===== src/rtl/ysyx_23060221_ifu_pkg.sv =====
// rtl/ysyx_23060221_ifu_pkg.sv - shared FSM encoding and constants for the instruction fetch unit
package ysyx_23060221_ifu_pkg;

   typedef enum logic [2:0] {
      S_IDLE  = 3'd0,
      S_REQ   = 3'd1,
      S_RESP  = 3'd2,
      S_VALID = 3'd3,
      S_WAIT  = 3'd4
   } ifu_state_e;

   localparam logic [1:0]  RESP_OKAY        = 2'b00;
   localparam logic [31:0] DEFAULT_RESET_PC = 32'h8000_0000;

   function automatic logic is_aligned(input logic [31:0] addr);
      return addr[1:0] == 2'b00;
   endfunction

endpackage


===== src/rtl/ysyx_23060221_ifu_reg.sv =====
// rtl/ysyx_23060221_ifu_reg.sv - write-enabled register cell with asynchronous reset value
module ysyx_23060221_ifu_reg #(
   parameter int               WIDTH     = 32,
   parameter logic [WIDTH-1:0] RESET_VAL = '0
) (
   input  logic             clk_i,
   input  logic             rst_i,
   input  logic             wen_i,
   input  logic [WIDTH-1:0] din_i,
   output logic [WIDTH-1:0] dout_o
);

   always_ff @(posedge clk_i or posedge rst_i) begin
      if (rst_i) begin
         dout_o <= RESET_VAL;
      end else if (wen_i) begin
         dout_o <= din_i;
      end
   end

endmodule


===== src/rtl/ysyx_23060221_ifu.sv =====
// rtl/ysyx_23060221_ifu.sv - single-outstanding instruction fetch unit feeding decode
module ysyx_23060221_ifu
   import ysyx_23060221_ifu_pkg::*;
#(
   parameter int              XLEN     = 32,
   parameter logic [XLEN-1:0] RESET_PC = DEFAULT_RESET_PC
) (
   input  logic            clk,
   input  logic            rst,
   input  logic            npc_valid,
   input  logic [XLEN-1:0] npc,
   output logic            arvalid,
   output logic [XLEN-1:0] araddr,
   input  logic            arready,
   input  logic            rvalid,
   input  logic [XLEN-1:0] rdata,
   input  logic [1:0]      rresp,
   output logic            rready,
   output logic            IFU_valid,
   input  logic            IDU_ready,
   output logic [XLEN-1:0] inst,
   output logic [XLEN-1:0] pc,
   output logic            fetch_err
);

   ifu_state_e      state_q;
   logic            arvalid_q, rready_q, ifu_valid_q, fetch_err_q;
   logic [XLEN-1:0] inst_q, pc_q, pend_npc_q;
   logic            pend_q;

   logic            handshake, capture, leave_valid, pc_wen, pend_wen, pend_d;
   logic [XLEN-1:0] pc_d;

   // An early npc is parked while the current instruction is still owned by the IFU.
   assign handshake   = (state_q == S_VALID) && ifu_valid_q && IDU_ready;
   assign capture     = npc_valid && !pend_q &&
                        ((state_q == S_RESP) || ((state_q == S_VALID) && !IDU_ready));
   assign leave_valid = handshake && (pend_q || npc_valid);
   assign pc_wen      = leave_valid || ((state_q == S_WAIT) && npc_valid);
   assign pc_d        = ((state_q == S_VALID) && pend_q) ? pend_npc_q : npc;
   assign pend_wen    = capture || handshake;
   assign pend_d      = capture;

   ysyx_23060221_ifu_reg #(.WIDTH(XLEN), .RESET_VAL(RESET_PC)) u_pc_reg (
      .clk_i(clk), .rst_i(rst), .wen_i(pc_wen), .din_i(pc_d), .dout_o(pc_q)
   );

   ysyx_23060221_ifu_reg #(.WIDTH(XLEN), .RESET_VAL('0)) u_pend_npc_reg (
      .clk_i(clk), .rst_i(rst), .wen_i(capture), .din_i(npc), .dout_o(pend_npc_q)
   );

   ysyx_23060221_ifu_reg #(.WIDTH(1), .RESET_VAL(1'b0)) u_pend_flag_reg (
      .clk_i(clk), .rst_i(rst), .wen_i(pend_wen), .din_i(pend_d), .dout_o(pend_q)
   );

   always_ff @(posedge clk or posedge rst) begin
      if (rst) begin
         state_q     <= S_IDLE;
         inst_q      <= '0;
         fetch_err_q <= 1'b0;
         arvalid_q   <= 1'b0;
         rready_q    <= 1'b0;
         ifu_valid_q <= 1'b0;
      end else begin
         case (state_q)
            S_IDLE: begin
               state_q   <= S_REQ;
               arvalid_q <= is_aligned(pc_q);
            end
            S_REQ: begin
               // A misaligned pc never reaches the bus; it is reported as a fetch fault.
               if (!is_aligned(pc_q)) begin
                  state_q     <= S_VALID;
                  fetch_err_q <= 1'b1;
                  inst_q      <= '0;
                  arvalid_q   <= 1'b0;
                  ifu_valid_q <= 1'b1;
               end else if (arvalid_q && arready) begin
                  state_q   <= S_RESP;
                  arvalid_q <= 1'b0;
                  rready_q  <= 1'b1;
               end
            end
            S_RESP: begin
               if (rvalid) begin
                  state_q     <= S_VALID;
                  inst_q      <= (rresp == RESP_OKAY) ? rdata : '0;
                  fetch_err_q <= (rresp != RESP_OKAY);
                  rready_q    <= 1'b0;
                  ifu_valid_q <= 1'b1;
               end
            end
            S_VALID: begin
               if (handshake) begin
                  ifu_valid_q <= 1'b0;
                  if (pend_q || npc_valid) begin
                     state_q     <= S_REQ;
                     fetch_err_q <= 1'b0;
                     arvalid_q   <= is_aligned(pc_d);
                  end else begin
                     state_q <= S_WAIT;
                  end
               end
            end
            S_WAIT: begin
               if (npc_valid) begin
                  state_q     <= S_REQ;
                  fetch_err_q <= 1'b0;
                  arvalid_q   <= is_aligned(npc);
               end
            end
            default: begin
               state_q     <= S_IDLE;
               arvalid_q   <= 1'b0;
               rready_q    <= 1'b0;
               ifu_valid_q <= 1'b0;
            end
         endcase
      end
   end

   assign arvalid   = arvalid_q;
   assign araddr    = pc_q;
   assign rready    = rready_q;
   assign IFU_valid = ifu_valid_q;
   assign inst      = inst_q;
   assign pc        = pc_q;
   assign fetch_err = fetch_err_q;

   illegal_npc_a: assert property (@(posedge clk) disable iff (rst)
      npc_valid |-> !((state_q == S_IDLE) || (state_q == S_REQ) || pend_q));

endmodule

===== config.mk =====
export PLATFORM = sky130hd
export DESIGN_NAME = ysyx_23060221_ifu
export DESIGN_NICKNAME = d
export VERILOG_FILES = /design/src/rtl/ysyx_23060221_ifu_pkg.sv /design/src/rtl/ysyx_23060221_ifu_reg.sv /design/src/rtl/ysyx_23060221_ifu.sv
export SDC_FILE = /design/constraint.sdc
export NUM_CORES = 1
export LEC_CHECK = 0
export BUFFER_PORTS_ARGS = -buffer_cell sky130_fd_sc_hd__buf_2
export CORE_UTILIZATION = 45
export DETAILED_ROUTE_END_ITERATION = 6
export GPL_TIMING_DRIVEN = 0
export PLACE_DENSITY = 0.73
export SETUP_SLACK_MARGIN = 0.2
export SLEW_MARGIN = 20
export SYNTH_ARGS = -nofsm -noshare
export SYNTH_HDL_FRONTEND = slang
export SYNTH_SLANG_ARGS = --single-unit

===== constraint.sdc =====
create_clock -name clk -period 5.1 [get_ports clk]
set_input_delay 0.51 -clock clk [delete_from_list [all_inputs] [get_ports clk]]
set_output_delay 0.51 -clock clk [all_outputs]
set_load 0.03 [all_outputs]

==> flow_summary.yaml, run 1 <==
status:
  status: "completed"
power:
  total_power_uw: 3857
  power_leakage_uw: 0.003329
  power_density_nw_per_um2: 620.3
  peakVddDrop_mv: 0.3012
routing:
  dr.pass1.iters: 4
  drt_iter0_drc: 106
  drc: 0
  wl_per_cell_um: 14.75
  dr_total_vias: 3765
  viasPerCell: 4.864
  routed_wl_um: 11420
  ant_nets: 0
clock_network:
  cts_hold_buf: 0
  clock_sinks: 104
  postCtsSetupRepairBufs: 0
  root_buffer: "clkbuf_8"
  clk_latency_ns: 0.37
  htree_levels: 3
  clk_pin_slew_worst_paths_ns: 0.11
  cts_resized: 0
  numCtsBuffers: 9
  cts_buffer_depth: 2
  cts_tree: "built"
critical_path:
  crit_end: "inst[6]"
  r2r-start: "state_q[2]"
  r2r-end: "inst[6]"
  startpoint_type: "flip-flop"
  rr_worst_depth: 5
  worstSetupEndpointType: "flip-flop"
  startpoint: "state_q[2]"
  r2r_slack_ns: 3.19
  worst-path-max-fanout: 10
  arrival_ns: 2.20
  required_ns: 5.39
  path_class: "reg2reg"
final_layout:
  stdcell_count: 774
  layout.nets: 704
  fin_util_pct: 59.42
  syn_to_final_growth_pct: 25.83
  drive_gt1_share_pct: 43.96
global_route:
  grt_pass1_wl_um: 18730
  overflow: 0
  use_met1_pct: 25.77
  grtUsageMet2_pct: 36.54
  gr-usage-met3_pct: 3.465
  first_global_vias: 3850
  antenna_found_initial: 1
  grt_usage_pct: 21.10
  grt_max_degree: 74
  busiest_layer: "met2"
sta:
  grt_setup_unrepaired: "false"
  slew_headroom_pct: 49.13
  drv_slew: 0
  finalCritPeriodShare_pct: 37.42
  max_freq_mhz: 524.0
  hold_violations: 0
  skew_ns: 0.01354
  fin_setup_tns_ns: 0
  worst_slew_pin_slew_ns: 0.7568
  min_period_ns: 1.908
  setup_viol: 0
floorplan:
  dieArea_sq_um: 11400
  rows: 37
  die_y_um: 106.8
  chipWidth_um: 106.8
  initial_core_util_pct: 47.23
  boundaryPins: 172
  core_area_sq_um: 10460
synth:
  synth_nets: 522
  synth_area_sq_um: 4941
  synth_commonest_cells: "dfrtp_1, nand2_1, mux2i_1, buf_4, inv_1"
  ys_seq_area_share_pct: 52.70
  yosysWarnings: 0
  synth_cells: 450
  synth.distinct_cells: 39
  async_flop_share_pct: 100.0
  ys.flop_type: "dfrtp_1"
  yosys.area.top_type_share_pct: 52.17
  syn_avg_cell_area_sq_um: 10.98
  synth_edf_count: 0
  ys_ff_latch: 104
  synth_area_leaders: "dfrtp_1, mux2i_1, mux2_2"
  synth_top_cell_by_area: "dfrtp_1"
  synth_most_common_cell: "dfrtp_1"
place:
  port_buffers: 170
  gp_congestion: 0.8186
  dp_hpwl_um: 8445
  dp_cells: 757
hold_path:
  min_path_type: "in2async"
job:
  drv_cap: 0
## critical path, stage by stage, from the launching register on
cell	delay [ns]
dfrtp_1	0.44
nand2b_1	0.20
nor4_2	0.58
buf_2	0.35
nand2_1	0.08
mux2i_1	0.16
## cell type report
| cell class | count | area, sq um |
|---|---|---|
| Multi-Input combinational cell | 256 | 1836 |
| Fill cell | 895 | 4245 |
| Sequential cell | 104 | 2604 |
| Timing Repair Buffer | 171 | 878.3 |
| Clock buffer | 10 | 127.6 |
| Buffer | 55 | 370.4 |
| Clock inverter | 6 | 92.59 |
| Inverter | 35 | 136.4 |
| Antenna cell | 1 | 2.502 |
| Tap cell | 136 | 170.2 |
## stage by stage
step                      setup WS [ns]  hold WS [ns]  cell area [sq um]
after global routing              3.040        0.1077               6217
final                             3.192        0.1007               6217
after floorplan                   1.859        0.4786               4941
after CTS                         3.134       0.08747               6215
after detailed placement          3.021        0.4893               5995
after global placement           0.6889        0.4787               5962
## layout by cell type, fill, tap and decap left out, types with 2 or more instances in the layout
cell type and count:
buf_2 183, dfrtp_1 103, nand2_1 72, mux2i_1 64
buf_4 39, mux2_2 34, inv_1 34, o21ai_0 28
o21ai_1 9, clkbuf_8 9, nor2_1 7, a21oi_1 6
a21o_1 4, nor2b_1 3, nor3_1 3, and3b_1 2
nor3b_1 2, nand3b_1 2, o211ai_1 2, clkbuf_1 2
a211o_1 2, inv_6 2, clkinvlp_4 2, bufinv_16 2
## worst min-delay path by stage
stage,start,end,depth (start not counted),slack (ns)
floorplan,u_pend_npc_reg.dout_o[22],u_pend_npc_reg.dout_o[22],1,0.48
global placement,rready,rready,1,0.48
detailed placement,rready,rready,1,0.49
CTS,rst,u_pend_npc_reg.dout_o[5],2,0.09
global route,rst,u_pend_npc_reg.dout_o[5],2,0.11
finish,rst,u_pend_npc_reg.dout_o[5],2,0.10
## cells by family after synthesis
family	count (synthesis)	share of synthesized area, %
AO/OA/AOI/OAI	58	7.344
buffers and inverters	90	10.15
flip-flops	104	52.70
multiplexers	98	20.71
AND/OR/NAND/NOR	100	9.091
## where the power goes
part / switching [uW] / total, uW / internal [uW]
registers: 218 / 1340 / 1120
clock network: 293 / 572 / 279
logic: 1150 / 1940 / 796
total: 1660 / 3860 / 2200
## metal layers
metal	share of wire, %	vias to the layer above
met5	0	-
met4	2.6	0
met3	3.6	21
met2	50	90
met1	43	1816
li1	-	1838
## sequential cells by signal (all words and copies together) (netlist names)
| name | count |
|---|---|
| inst | 32 |
| u_pc_reg.dout_o | 32 |
| u_pend_npc_reg.dout_o | 32 |
| state_q | 3 |
| IFU_valid | 1 |
| arvalid | 1 |
| fetch_err | 1 |
| rready | 1 |
| u_pend_flag_reg.dout_o | 1 |
(Power assumes the default switching activity.)
==> run 2, diff against run 1 <==
- PLACE_DENSITY: 0.73 -> 0.76
- clock period: 5.1 -> 1.7 ns (I/O delays scaled with it)
==> run 2 against run 1 <==
Net effect: register-to-register slack lost 3.1 ns; largest power group unchanged; combinational power grew to 3.6 times the previous value; worst hold slack lost 0.085 ns; first-iteration DRC count grew 3.8%; largest cell class unchanged; clock skew grew 0.0042 ns; via count grew 4.9%; clock-buffer cell count grew 2; design area grew 10%.
==> flow_summary.yaml, run 2 (synthesis results as in run 1) <==
final_layout:
  final_common_cell: "buf_2"
  final_cell_mix: "buf_2, dfrtp_1, nand2_1, mux2i_1, buf_4"
  layout.nets: 733
  stdcell_count: 803
  fin_area_sq_um: 6868
  syn_to_final_growth_pct: 39.00
  drive_gt1_share_pct: 50.90
clock_network:
  clk_pin_slew_worst_paths_ns: 0.11
  clock_sinks: 104
  htree_levels: 3
  cts_tree: "built"
  cts_buffer_depth: 2
  clk_latency_ns: 0.38
  numCtsBuffers: 9
  root_buffer: "clkbuf_8"
critical_path:
  path_class: "reg2reg"
  arrival_ns: 1.89
  r2r_slack_ns: 0.10
  required_ns: 1.99
  worst_path_max_delay_cell: "dfrtp_2"
  crit_end: "u_pc_reg.dout_o[8]"
  crit_cells: 7
  rr_worst_depth: 7
  r2r-end: "u_pc_reg.dout_o[8]"
  startpoint_type: "flip-flop"
  path_cells: "and3b_1 > buf_6 > a32oi_4 > buf_8 > clkbuf_16 > nand2_1 > o21ai_0"
  r2r-start: "state_q[1]"
  slowest_delay_ns: 0.48
  worstSetupEndpointType: "flip-flop"
  worst-path-max-fanout: 8
  path_buf_inv: 3
  startpoint: "state_q[1]"
  crit_family: "flip-flops"
sta:
  fin_setup_tns_ns: 0
  drv_slew: 0
  slew_headroom_pct: 66.75
  hold_ws_ns: 0.01597
  hold_violations: 0
  finalCritPeriodShare_pct: 93.99
  worst_slew_pin_slew_ns: 0.4977
  max_freq_mhz: 625.8
  skew_ns: 0.01776
  grt_setup_unrepaired: "true"
  min_period_ns: 1.598
  setup_viol: 0
global_route:
  grt_max_degree: 36
  grt_pass1_wl_um: 19230
  overflow: 0
  antenna_found_initial: 1
  grt_usage_pct: 21.54
  first_global_vias: 3965
place:
  dp_hpwl_um: 8414
  port_buffers: 170
  gp_congestion: 0.8323
  dp_cells: 759
  post_dp_cell_area_sq_um: 6036
routing:
  routed_wl_um: 12200
  dr.pass1.iters: 5
  drt_iter0_drc: 110
  ant_nets: 0
  drc: 0
  wl_per_cell_um: 15.19
  dr_total_vias: 3950
  viasPerCell: 4.919
floorplan:
  dieArea_sq_um: 11400
  die_y_um: 106.8
  initial_core_util_pct: 47.23
  chipWidth_um: 106.8
  boundaryPins: 172
  core_area_sq_um: 10460
  rows: 37
status:
  status: "completed"
power:
  power_density_nw_per_um2: 1850
  power_leakage_uw: 0.003616
  total_power_uw: 12700
  peakVddDrop_mv: 0.8837
job:
  drv_cap: 0
hold_path:
  min_path_type: "in2reg"
## run 2: changes by cell type in the layout (fill, tap and decap cells not counted), moves of 3 or more
cell	previous run	this run
dfrtp_2	0	7
buf_8	0	14
clkbuf_8	9	12
o21ai_0	28	13
buf_12	0	5
buf_2	183	172
clkbuf_16	0	4
nand2_4	0	4
o21ai_2	0	6
buf_4	39	50
o21ai_1	9	18
buf_6	0	8
dfrtp_1	103	96
nand2_1	72	67
## run 2: cell type report
cell class | instances | area (sq um)
Fill cell | 833 | 3595
Buffer | 55 | 556.8
Tap cell | 136 | 170.2
Clock inverter | 4 | 51.30
Clock buffer | 12 | 155.1
Multi-Input combinational cell | 256 | 1981
Timing Repair Buffer | 200 | 1204
Inverter | 35 | 135.1
Antenna cell | 1 | 2.502
Sequential cell | 104 | 2613
## run 2: report_power, final
group	internal (uW)	switching [uW]
sequential	3390	677
clock	766	851
combinational	3200	3820
## run 2: repair_timing
item	4_1_cts	5_1_grt
hold buffers	1	0
gates resized for setup	63	48
endpoints found under the hold margin	19	0
buffers inserted	14	8
setup endpoints to repair	96	98
gates cloned	1	3
pin swaps	6	10
## run 2: worst min-delay path by stage
stage                to  slack, ns  depth (start not counted)  startpoint
2_1_floorplan   inst[0]       0.31                          2    rdata[0]
4_1_cts        inst[27]       0.01                          3   rdata[27]
3_5_place_dp    inst[5]       0.23                          2         rst
6_report       inst[27]       0.02                          3   rdata[27]
3_3_place_gp   inst[10]       0.41                          3   rdata[10]
5_1_grt        inst[27]       0.01                          3   rdata[27]
## run 2: worst register-to-register path: stages (launching register included)
cell and delay (ns):
dfrtp_2 0.48, and3b_1 0.20, buf_6 0.13, a32oi_4 0.22
buf_8 0.19, clkbuf_16 0.17, nand2_1 0.05, o21ai_0 0.07
## run 2: stage by stage
step	setup slack, ns	util [%]
CTS	0.1255	62.88
global placement	-0.5172	57.12
global route	0.03379	65.64
finish	0.1022	65.64
detailed placement	-0.1556	57.69
floorplan	0.1764	-
## run 2: metal layers
metal	global-route usage, %	vias up	share of wire (%)
li1	-	1895	-
met1	26.99	1937	42
met2	36.41	94	52
met3	4.012	24	3.2
met4	9.295	0	2.4
met5	0	-	0
